==> src/rtl/virtex_cfg_packet_ctrl.sv <==
// Virtex configuration packet controller: SYNC hunt, Type 1/2 header decode, register strobes, FDRI streaming.
// Latency: strobes, hdr_err and frame_vld appear one cycle after the accepting edge.
// Backpressure: cfg_word_rdy is high except in FDRI while an unaccepted frame word is held (frame_rdy low).
module virtex_cfg_packet_ctrl #(
    parameter int WC_W = 20
) (
    input  logic        cclk,
    input  logic        por,
    input  logic [31:0] cfg_word,
    input  logic        cfg_word_vld,
    output logic        cfg_word_rdy,
    output logic        reg_wr_stb,
    output logic [3:0]  reg_addr,
    output logic [31:0] reg_wdata,
    output logic        reg_rd_stb,
    output logic [31:0] frame_data,
    output logic        frame_vld,
    input  logic        frame_rdy,
    output logic        synced,
    output logic        start_stb,
    output logic        done,
    output logic        hdr_err
);

    localparam logic [31:0] SYNC_WORD  = 32'hAA995566;
    localparam logic [2:0]  TYPE1      = 3'b001;
    localparam logic [2:0]  TYPE2      = 3'b010;
    localparam logic [1:0]  OP_READ    = 2'b01;
    localparam logic [1:0]  OP_WRITE   = 2'b10;
    localparam logic [1:0]  OP_ILLEGAL = 2'b11;
    localparam logic [3:0]  ADDR_FDRI  = 4'h2;
    localparam logic [3:0]  ADDR_CMD   = 4'h4;
    localparam logic [3:0]  CMD_START  = 4'h5;
    localparam logic [3:0]  CMD_DESYNC = 4'hD;

    typedef enum logic [1:0] {S_HUNT, S_HDR, S_REG, S_FDRI} state_t;

    state_t          state;
    logic [3:0]      addr;
    logic [3:0]      last_addr;
    logic            last_addr_valid;
    logic [WC_W-1:0] wc;

    logic            accept;
    logic            frame_take;
    logic [2:0]      hdr_type;
    logic [1:0]      hdr_op;
    logic [3:0]      t1_addr;
    logic [WC_W-1:0] t1_wc;
    logic [WC_W-1:0] t2_wc;
    logic            hdr_bad;

    always_comb begin
        cfg_word_rdy = por && ((state != S_FDRI) || !frame_vld || frame_rdy);
        accept       = cfg_word_vld && cfg_word_rdy;
        frame_take   = frame_vld && frame_rdy;
        hdr_type     = cfg_word[31:29];
        hdr_op       = cfg_word[28:27];
        t1_addr      = cfg_word[16:13];
        t1_wc        = {{(WC_W-11){1'b0}}, cfg_word[10:0]};
        t2_wc        = cfg_word[WC_W-1:0];
        hdr_bad      = (hdr_op == OP_ILLEGAL) ||
                       !((hdr_type == TYPE1) || (hdr_type == TYPE2 && last_addr_valid));
    end

    // FDRI words are counted as they enter the output register, so the
    // next header can be taken on the cycle after the last data word.
    always_ff @(posedge cclk or negedge por) begin
        if (!por) begin
            state           <= S_HUNT;
            addr            <= '0;
            last_addr       <= '0;
            last_addr_valid <= 1'b0;
            wc              <= '0;
            reg_wr_stb      <= 1'b0;
            reg_rd_stb      <= 1'b0;
            reg_addr        <= '0;
            reg_wdata       <= '0;
            frame_data      <= '0;
            frame_vld       <= 1'b0;
            synced          <= 1'b0;
            start_stb       <= 1'b0;
            done            <= 1'b0;
            hdr_err         <= 1'b0;
        end else begin
            reg_wr_stb <= 1'b0;
            reg_rd_stb <= 1'b0;
            start_stb  <= 1'b0;
            hdr_err    <= 1'b0;
            if (frame_take)
                frame_vld <= 1'b0;
            if (accept) begin
                case (state)
                    S_HUNT: begin
                        if (cfg_word == SYNC_WORD) begin
                            synced          <= 1'b1;
                            last_addr_valid <= 1'b0;
                            state           <= S_HDR;
                        end
                    end
                    S_HDR: begin
                        if (hdr_bad) begin
                            hdr_err <= 1'b1;
                            synced  <= 1'b0;
                            state   <= S_HUNT;
                        end else if (hdr_type == TYPE1) begin
                            if (hdr_op == OP_WRITE) begin
                                last_addr <= t1_addr;
                                if (t1_wc != '0) begin
                                    addr  <= t1_addr;
                                    wc    <= t1_wc;
                                    state <= (t1_addr == ADDR_FDRI) ? S_FDRI : S_REG;
                                end else begin
                                    last_addr_valid <= 1'b1;
                                end
                            end else if (hdr_op == OP_READ) begin
                                reg_rd_stb <= 1'b1;
                                reg_addr   <= t1_addr;
                            end
                        end else if (hdr_op == OP_WRITE) begin
                            wc   <= t2_wc;
                            addr <= last_addr;
                            if (t2_wc != '0)
                                state <= (last_addr == ADDR_FDRI) ? S_FDRI : S_REG;
                        end
                    end
                    S_REG: begin
                        reg_wr_stb <= 1'b1;
                        reg_addr   <= addr;
                        reg_wdata  <= cfg_word;
                        wc         <= wc - 1'b1;
                        if (wc == WC_W'(1))
                            state <= S_HDR;
                        if (addr == ADDR_CMD && cfg_word[3:0] == CMD_START) begin
                            start_stb <= 1'b1;
                            done      <= 1'b1;
                        end else if (addr == ADDR_CMD && cfg_word[3:0] == CMD_DESYNC) begin
                            synced <= 1'b0;
                            state  <= S_HUNT;
                        end
                    end
                    S_FDRI: begin
                        frame_data <= cfg_word;
                        frame_vld  <= 1'b1;
                        wc         <= wc - 1'b1;
                        if (wc == WC_W'(1))
                            state <= S_HDR;
                    end
                    default: state <= S_HUNT;
                endcase
            end
        end
    end

endmodule

==> config.mk <==
export PLATFORM = sky130hd
export DESIGN_NAME = virtex_cfg_packet_ctrl
export DESIGN_NICKNAME = d
export VERILOG_FILES = /design/src/rtl/virtex_cfg_packet_ctrl.sv
export SDC_FILE = /design/constraint.sdc
export NUM_CORES = 1
export LEC_CHECK = 0
export CORE_ASPECT_RATIO = 0.75
export CORE_MARGIN = 5
export CORE_UTILIZATION = 55
export CTS_CLUSTER_SIZE = 14
export DETAILED_ROUTE_END_ITERATION = 6
export GPL_TIMING_DRIVEN = 0
export PLACE_DENSITY = 0.86
export SLEW_MARGIN = 20
export SYNTH_ARGS = -nofsm -noshare
export SYNTH_HDL_FRONTEND = slang
export SYNTH_SLANG_ARGS = --single-unit
==> constraint.sdc <==
create_clock -name cclk -period 5.6 [get_ports cclk]
set_clock_uncertainty 0.15 [all_clocks]
set_input_delay 1.12 -clock cclk [delete_from_list [all_inputs] [get_ports cclk]]
set_output_delay 1.12 -clock cclk [all_outputs]
set_load 0.01 [all_outputs]
Word-level counts from Yosys, hierarchy flattened
Cells that the tools add are included.
{"block": "classes", "multipliers": 0, "div": 0, "n_bitwise": 1, "n_shift": 0, "mux": 56, "addsub": 1, "n_lt_le_gt_ge": 0, "reduce_logical": 30, "n_eq_ne": 31}
{"op": "$mux W20", "count": 5}
{"op": "$pmux W20 S2", "count": 1}
{"op": "$reduce_bool A20 Y1", "count": 2}
{"op": "$eq A32 B32 Y1 const B", "count": 1}
{"op": "$mux W4", "count": 8}
{"op": "$mux W1", "count": 28}
{"op": "$ne A2 B2 Y1 const B", "count": 11}
{"op": "$eq A20 B1 Y1 const B", "count": 1}
{"op": "$mux W2", "count": 10}
{"op": "$reduce_and A5 Y1", "count": 4}
{"op": "$sub A20 B1 Y20 const B", "count": 1}
{"op": "$reduce_and A6 Y1", "count": 2}
{"op": "$eq A2 B2 Y1 const B", "count": 4}
{"op": "$eq A4 B2 Y1 const B", "count": 2}
{"op": "$eq A4 B3 Y1 const B", "count": 2}
{"op": "$ne A4 B4 Y1 const B", "count": 2}
{"op": "$pmux W2 S4", "count": 1}
{"op": "$pmux W4 S2", "count": 1}
{"op": "$reduce_and A7 Y1", "count": 1}
{"op": "$logic_and A1 B1 Y1", "count": 6}
{"op": "$ne A3 B3 Y1 const B", "count": 2}
{"op": "$reduce_bool A2 Y1", "count": 3}
{"op": "$eq A2 B1 Y1 const B", "count": 2}
{"op": "$eq A4 B4 Y1 const B", "count": 1}
{"op": "other kinds (13)", "count": 18}
{"block": "totals", "ram_bits": 0, "mem_bits_ro": 0, "inputBits": 36, "latchBits": 0, "output_inout_bits": 76, "word_cells": 134, "n_memories": 0, "reg_bits": 106}

Depth between registers and ports, before layout
{"block": "logic_depth", "word_depth": 8, "ltp_mapped": 9, "depth_no_buf": 7}

Worst setup path after synthesis
No wires, ideal clock.
{"block": "synth_path", "path_type": "input -> register", "startpoint": "input cfg_word[13]", "endpoint": "register state[0]", "setup_slack_ns": 2.690, "stages": 5, "required_ns": 5.383, "arrival_ns": 2.693, "n_path_buf": 0, "setup_ns": 0.067, "cell_sequence": "or4_4 -> or4_4 -> o31ai_4 -> o211a_1 -> o221a_1"}
{"block": "synth_between", "elab_chain_len": 7, "word_cells_on_any_way": 12, "cone_classes": "eq/ne: 4; mux: 6; reduce/logical: 2"}
{"item": "start: declaration", "line_no": "9", "source": "input logic [31:0] cfg_word,"}
{"item": "$eq A4 B2 Y1", "line_no": "112", "source": "state <= (t1_addr == ADDR_FDRI) ? S_FDRI : S_REG;"}
{"item": "$mux W1", "line_no": "112"}
{"item": "$mux W2", "line_no": "109", "source": "if (t1_wc != '0) begin"}
{"item": "$mux W2", "line_no": "107", "source": "if (hdr_op == OP_WRITE) begin"}
{"item": "$mux W2", "line_no": "106", "source": "end else if (hdr_type == TYPE1) begin"}
{"item": "$mux W2", "line_no": "102", "source": "if (hdr_bad) begin"}
{"item": "$pmux W2 S4", "line_no": "93", "source": "case (state)"}
{"item": "end signal: assignment", "line_no": "112"}
{"item": "end signal: assignment", "line_no": "124", "source": "state <= (last_addr == ADDR_FDRI) ? S_FDRI : S_REG;"}
{"item": "end: declaration", "line_no": "38", "source": "state_t state;"}
Parallel ways exist; a longest one is shown, timed or not. The select of a mux whose other input is x is not followed.
A chain may end at the register's enable or synchronous reset.

Worst setup path in the final report
{"block": "layout_path", "startpoint": "input frame_rdy", "endpoint": "output cfg_word_rdy"}
{"block": "layout_between", "elab_chain_len": 2}
{"item": "start: declaration", "line_no": "18", "source": "input logic frame_rdy,"}
{"item": "$logic_or A1 B1 Y1", "line_no": "54", "source": "cfg_word_rdy = por && ((state != S_FDRI) || !frame_vld || frame_rdy);"}
{"item": "$logic_and A1 B1 Y1", "line_no": "54"}
{"item": "end: declaration", "line_no": "11", "source": "output logic cfg_word_rdy,"}
No other way between the ends.

==> impl_results.md <==
* Outcome: complete, no violations
* Clock root buffer master: sky130_fd_sc_hd__clkbuf_16
* Share of layout cells above drive strength 1 at between 20 and 25%
* Period minus WS final at approximately 3.8 ns
* Setup Fix Bufs, Post-CTS at 0
* Clock-pin slew on the worst setup and hold paths at around 0.060 ns
* Site Rows at 30
* Proportion of register bits with asynchronous set or reset after synthesis at 100%
* Dpl cells at about 640
* Count of final max-slew check failures at 0
* Die Height at about 93 microns
* Worst vdd rail ir drop at 0.292 mV
* Placer congestion estimate at approximately 0.94
* Top cell types by occurrence after synthesis: sky130_fd_sc_hd__dfrtp_1, sky130_fd_sc_hd__mux2_2, sky130_fd_sc_hd__nand2_1, sky130_fd_sc_hd__nor2_1, sky130_fd_sc_hd__nor3_1
* Register bit count reported by yosys at 106
* Hold Startpoint: done
* Detailed Route WL at 14.2 mm
* Total die area at 11,200 sq um
* RSZ-0062 raised after global routing: no
* Max frequency at around 260 MHz
* Post-layout worst setup margin at approximately 1.8 ns
* H-tree depth at 3
* Hold Path Sink: done
* Number of antenna-violating nets in the routed design at 0
* Dpl hpwl at about 10 mm
* Number of iterations in the first detailed-routing pass at 5
* Tot GR Track Use at between 20% and 30%
* Boundary pin count at 112
* Pin slew with the least headroom to its limit at 0.795 ns
* CTS tree: done
* Signal arrival time at the worst endpoint at ~2.5 ns
* Syn avg cell area at 11.9 sq um
* Fillcell total at ~630
* Share of synthesized cell area in full adder, half adder and majority cells at under 10%
* Later-pin clock latency in the skew report at roughly 0.35 ns
* Hold buffer count at CTS at 0
* Synth Warn # at 0
* Final setup violating endpoints at 0
* Compound-gate portion of the synthesized area at about an eighth
* Initial antenna violation count at 0
* Crit path capture type: output pin
* Global-route wire length before repair at around 23 mm
* Syn Std Cell Area at 5030 sq um
* Hold/Removal Path Class: reg -> reg
* Core area at 8970 sq um
* Data required time at the worst endpoint at about 4.3 ns
* Iteration-0 DRC count of the detailed router at 464
* Hold violation count in the final report at 0
* Max-cap check violation count at 0
* Start of the worst register-to-register path: state[0]
* Leak pwr at between 0.002 and 0.003 uW
* Pwr/cell area at approximately 470 nW/um^2
* Number of buffers added by the clock tree synthesis step at 9
* Die X at 120 microns
* Highest net fanout along the worst path at 5
* Library cell occupying the most area in the post-synthesis netlist: sky130_fd_sc_hd__dfrtp_1
* Resize count post-CTS at 0
* Worst hold path cell count at 1
* Worst-case headroom to the max-slew limit at between 40 and 50%
* Area share of xor/xnor cells in the synthesized design at 0%
* Portion of netlist area occupied by mux cells at between 10% and 20%
* Starting density of the core at between 50% and 60%
* Number of buffers on the longest clock path at 2
* Top-count cell post-synth: sky130_fd_sc_hd__dfrtp_1
* Pre-CTS worst setup slack at between 1.5 and 2 ns
* DR WL/cell at about 22 microns
* Type of origin of the critical path: input pin
* Total vias in the final route at 4,114
* Congestion Overflow GR at 0
* Layout Area Growth over Synthesis at 31.2%
* Portion of the post-synthesis area used by sequential elements at a little over half
* Maximum number of pins on one net before global-route repair at 62
* Number of diodes added for antenna fixing at 0
* Leading cell types by total area after synthesis: sky130_fd_sc_hd__dfrtp_1, sky130_fd_sc_hd__mux2_2, sky130_fd_sc_hd__ha_1
* Syn Nets at roughly 460
* TritonCTS sink count at 106
* Critical R2R Capture: wc[13]
* Placement Cell Area at ~6300 sq um
* Via-per-instance ratio at slightly above 6
* Post-layout utilization of the core at about three quarters
* Worst reg-to-reg path cell count at 8
* Register-to-register setup slack at between 2 and 3 ns
* Buffers added on ports at 110
* Area of all placed cells without fillers at 6590 sq um
* Simple-gate area share of the yosys netlist at 12.8%
* Post-Synthesis Cells at roughly 420
* Count of nets after finishing at just under 600
* Number of distinct standard cells referenced by the synthesized netlist at 64
* Area share of the largest cell type after synthesis at between 50 and 60%
* Number of enable-type register cells in the synthesized netlist at 0
* Crit path kind: in -> out
* Portion of the clock cycle consumed by the worst path in the final layout at between 60% and 70%
* Largest family of logic cells by synthesized area: multiplexers
* DRC errors left at 0
* Number of standard cells in the final layout excluding fillers at 660
* Most common flop cell mapped by yosys: sky130_fd_sc_hd__dfrtp_1
* Vias in the first global route at 4,367
-- cell families (layout without fill, tap and decap cells) --
family,after synthesis,after routing
buffers and inverters,30,157
flip-flops,106,106
adder cells (fa/ha/maj),7,7
AND/OR/NAND/NOR,109,109
AO/OA/AOI/OAI,91,91
multiplexers,78,78
-- per-stage QoR --
step	total power, uW	setup TNS (ns)	hold WS [ns]
2_1_floorplan	1810	0	0.308
3_3_place_gp	2390	-225.96	0.305
3_5_place_dp	2450	0	0.319
4_1_cts	3090	0	0.334
5_1_grt	3260	0	0.356
6_report	3080	0	0.327
-- final cells by class --
| type | count | area, sq um | area share (%) |
|---|---|---|---|
| plain buffers | 19 | 78.8 | 1.20 |
| clock buffers | 13 | 250 | 3.80 |
| clock inverters | 3 | 46.3 | 0.702 |
| inverters | 11 | 41.3 | 0.626 |
| multi-input cells | 285 | 2250 | 34.2 |
| flip-flops and latches | 106 | 2650 | 40.2 |
| well taps | 112 | 140 | 2.13 |
| repair buffers | 111 | 1130 | 17.1 |
-- state kept, by name (all words and copies together), names as in the netlist, 2 cells and up --
signal      cells
frame_data     32
reg_wdata      32
wc             20
addr            4
last_addr       4
reg_addr        4
state           2
-- per-layer routing --
metal | vias to the layer above | GRT usage (%) | wire length, microns | part of all wire [%]
met3 | 36 | 10.0 | 1560 | 11
met2 | 226 | 41.1 | 6450 | 45
li1 | 1840 | - | - | -
met4 | 0 | 8.30 | 307 | 2.2
met5 | - | 0 | 0 | 0
met1 | 2012 | 35.5 | 5880 | 41
-- power breakdown --
| group | switching (uW) | leakage, uW | total (uW) | internal (uW) |
|---|---|---|---|---|
| Clock | 271 | 0.000140 | 632 | 361 |
| Combinational | 521 | 0.00130 | 1200 | 679 |
| Sequential | 200 | 0.00136 | 1250 | 1050 |
-- worst max-delay path: stages --
cell,delay [ns]
sky130_fd_sc_hd__clkdlybuf4s50_1,0.47
sky130_fd_sc_hd__nand3b_1,0.22
sky130_fd_sc_hd__and2_1,0.17
sky130_fd_sc_hd__clkdlybuf4s50_1,0.54
-- cells in the final DEF, fill, tap and decap left out, drive strengths merged, types with 9 or more instances in the layout --
cell type        n
clkdlybuf4s50  109
dfrtp          106
mux2            76
clkbuf          25
nor2            21
nand2           20
nor3            15
a21oi           14
o21ai           14
inv             12
a31oi           11
o22ai            9
o2bb2ai          9
buf              9
-- worst max path at each step --
stage / start / slack, ns / to / cells past startpoint
finish: frame_rdy / 1.80 / cfg_word_rdy / 4
floorplan: cfg_word[13] / 2.69 / state[0] / 5
global route: frame_rdy / 1.74 / cfg_word_rdy / 4
detailed placement: cfg_word[3] / 1.68 / wc[4] / 7
global placement: por / -1.92 / wc[13] / 6
CTS: frame_rdy / 1.80 / cfg_word_rdy / 4
No activity file was read; power rests on OpenSTA's default activity.
==> RTL edit: new RTL, config.mk and constraints unchanged <==
Register the inputs `cfg_word` and `cfg_word_vld` before use, without a reset. The logic sees them one clock later. The other inputs are not delayed to match.
--- a/src/rtl/virtex_cfg_packet_ctrl.sv
+++ b/src/rtl/virtex_cfg_packet_ctrl.sv
@@ -36,4 +36,12 @@
     typedef enum logic [1:0] {S_HUNT, S_HDR, S_REG, S_FDRI} state_t;
 
+    logic [31:0] cfg_word_q;
+    logic cfg_word_vld_q;
+
+    always_ff @(posedge cclk) begin
+        cfg_word_q     <= cfg_word;
+        cfg_word_vld_q <= cfg_word_vld;
+    end
+
     state_t          state;
     logic [3:0]      addr;
@@ -53,11 +61,11 @@
     always_comb begin
         cfg_word_rdy = por && ((state != S_FDRI) || !frame_vld || frame_rdy);
-        accept       = cfg_word_vld && cfg_word_rdy;
+        accept       = cfg_word_vld_q && cfg_word_rdy;
         frame_take   = frame_vld && frame_rdy;
-        hdr_type     = cfg_word[31:29];
-        hdr_op       = cfg_word[28:27];
-        t1_addr      = cfg_word[16:13];
-        t1_wc        = {{(WC_W-11){1'b0}}, cfg_word[10:0]};
-        t2_wc        = cfg_word[WC_W-1:0];
+        hdr_type     = cfg_word_q[31:29];
+        hdr_op       = cfg_word_q[28:27];
+        t1_addr      = cfg_word_q[16:13];
+        t1_wc        = {{(WC_W-11){1'b0}}, cfg_word_q[10:0]};
+        t2_wc        = cfg_word_q[WC_W-1:0];
         hdr_bad      = (hdr_op == OP_ILLEGAL) ||
                        !((hdr_type == TYPE1) || (hdr_type == TYPE2 && last_addr_valid));
@@ -93,5 +101,5 @@
                 case (state)
                     S_HUNT: begin
-                        if (cfg_word == SYNC_WORD) begin
+                        if (cfg_word_q == SYNC_WORD) begin
                             synced          <= 1'b1;
                             last_addr_valid <= 1'b0;
@@ -128,12 +136,12 @@
                         reg_wr_stb <= 1'b1;
                         reg_addr   <= addr;
-                        reg_wdata  <= cfg_word;
+                        reg_wdata  <= cfg_word_q;
                         wc         <= wc - 1'b1;
                         if (wc == WC_W'(1))
                             state <= S_HDR;
-                        if (addr == ADDR_CMD && cfg_word[3:0] == CMD_START) begin
+                        if (addr == ADDR_CMD && cfg_word_q[3:0] == CMD_START) begin
                             start_stb <= 1'b1;
                             done      <= 1'b1;
-                        end else if (addr == ADDR_CMD && cfg_word[3:0] == CMD_DESYNC) begin
+                        end else if (addr == ADDR_CMD && cfg_word_q[3:0] == CMD_DESYNC) begin
                             synced <= 1'b0;
                             state  <= S_HUNT;
@@ -141,5 +149,5 @@
                     end
                     S_FDRI: begin
-                        frame_data <= cfg_word;
+                        frame_data <= cfg_word_q;
                         frame_vld  <= 1'b1;
                         wc         <= wc - 1'b1;
Formal check against the unedited RTL: not equivalent (Yosys sat finds a counterexample within 4 cycles, from zero or initial values).
==> RTL edit against the unedited design <==
  * Design area is 13% higher
  * Sequential cell count increased by 33
  * Wire length up 5.6%
  * Power up 37%
  * Count of clock-buffer cells in the layout is 6 higher
  * Combinational power increased by 29%
  * Largest power group unchanged
  * Area after synthesis up 11%
  * Worst setup slack got worse by 0.011 ns
  * Critical path type unchanged
==> RTL edit: results (changes against the unedited design) <==
* Unique masters post-synth at 51 (-20%)
* Flop pwr share at 37.8% (-2.7 points)
* Net load switching power at 0.001371 W (+38%)
* Post-Synthesis Cells at 459 (+9.0%)
* Largest net degree at the start of global routing at 84 (+35%)
* Port buffer count at 111 (+0.91%)
* Placed insts at 703 (+9.2%)
* Hpwl dp at 10400 um (+1.1%)
* Vias in the first global route at 4642 (+6.3%)
* Gr usage total at 25.55% (-1.2 points)
* Final net count at 633 (+8.0%)
* Worst VDD drop at 338.2 uV (+16%)
* Register area share after synthesis at 59.23% (+6.5 points)
* Biggest regs: cfg_word_q: 32 flops, frame_data: 32 flops, reg_wdata: 32 flops
* Status: finished, final reports clean
* H-tree Lvls at 4 (+1)
* Placed inst area at 6899 um^2 (+9.6%)
* DRT iter0 DRCs at 593 (+28%)
* Critical path data arrival time at 2.54 ns (about the same)
* Vias per Instance at 5.967 (-4.3%)
* Pleak at 3.130 nW (+12%)
* Pre-CTS WS at 1.775 ns (+0.09153 ns)
* Clock Latency Late Sink at 0.43 ns (+0.08 ns)
* Max FO, Critical Path at 83 (+78)
* WL per Instance at 20.41 um (-5.2%)
* Total CTS buffers at 17 (+8)
* Worst slew pin tran at 0.9003 ns (+0.1054 ns)
* Synth top cells by count: dfrtp_1, mux2_2, dfxtp_1
## RTL edit: logic make-up (layout without fill, tap and decap cells)
kind of cell	Yosys count	after routing	synth area share [%]
adder cells (fa/ha/maj)	7	7	1.566
AO/OA/AOI/OAI	93	93	10.31
AND/OR/NAND/NOR	116	116	11.61
buffers and inverters	29	173	2.393
flip-flops	139	139	59.23
multiplexers	75	75	14.90
## RTL edit: layout make-up
class	instances	area (um^2)
Multi-Input combinational cell	291	2147
Clock buffer	19	442.9
Inverter	11	41.29
Tap cell	132	165.2
Fill cell	629	2344
Sequential cell	139	3313
Buffer	18	92.59
Clock inverter	13	127.6
Timing Repair Buffer	112	1140
## RTL edit: final timing paths
check                      slack (ns)  cells past startpoint                  from                         to
max                              1.79                      4                   por               cfg_word_rdy
min reg2reg                      0.33                      1      done$_DFFE_PN0P_           done$_DFFE_PN0P_
max reg2reg                      2.82                      6  state[1]$_DFFE_PN0P_  reg_wdata[12]$_DFFE_PN0P_
min in group asynchronous        0.41                      1                   por          wc[5]$_DFFE_PN0P_
min                              0.33                      1      done$_DFFE_PN0P_           done$_DFFE_PN0P_
max in group asynchronous        4.21                      2                   por   last_addr[1]$_DFFE_PN0P_
## RTL edit: per-stage QoR
stage	TNS [ns]	total power, W
floorplan	0	0.002335
global placement	-224.28	0.003053
detailed placement	0	0.003132
CTS	0	0.004234
global route	0	0.004454
finish	0	0.004227
## RTL edit: per-layer routing
metal	up-vias	wire length, um	GRT usage [%]
met5	-	0	0
li1	1937	-	-
met3	44	1637	10.33
met2	258	7094	40.08
met4	0	366	9.398
met1	2147	5902	31.90
## RTL edit: power groups by stage
stage	Combinational [W]	Sequential, W	Clock [W]
2_1_floorplan	0.000663	0.00167	0
3_3_place_gp	0.00147	0.00158	0
3_5_place_dp	0.00153	0.00160	0
4_1_cts	0.00155	0.00159	0.00109
5_1_grt	0.00167	0.00164	0.00114
6_report	0.00155	0.00160	0.00108
## RTL edit: worst max-delay path: stages
cell,delay [ns]
buf_6,0.24
buf_16,0.37
and2_1,0.19
clkdlybuf4s50_1,0.55
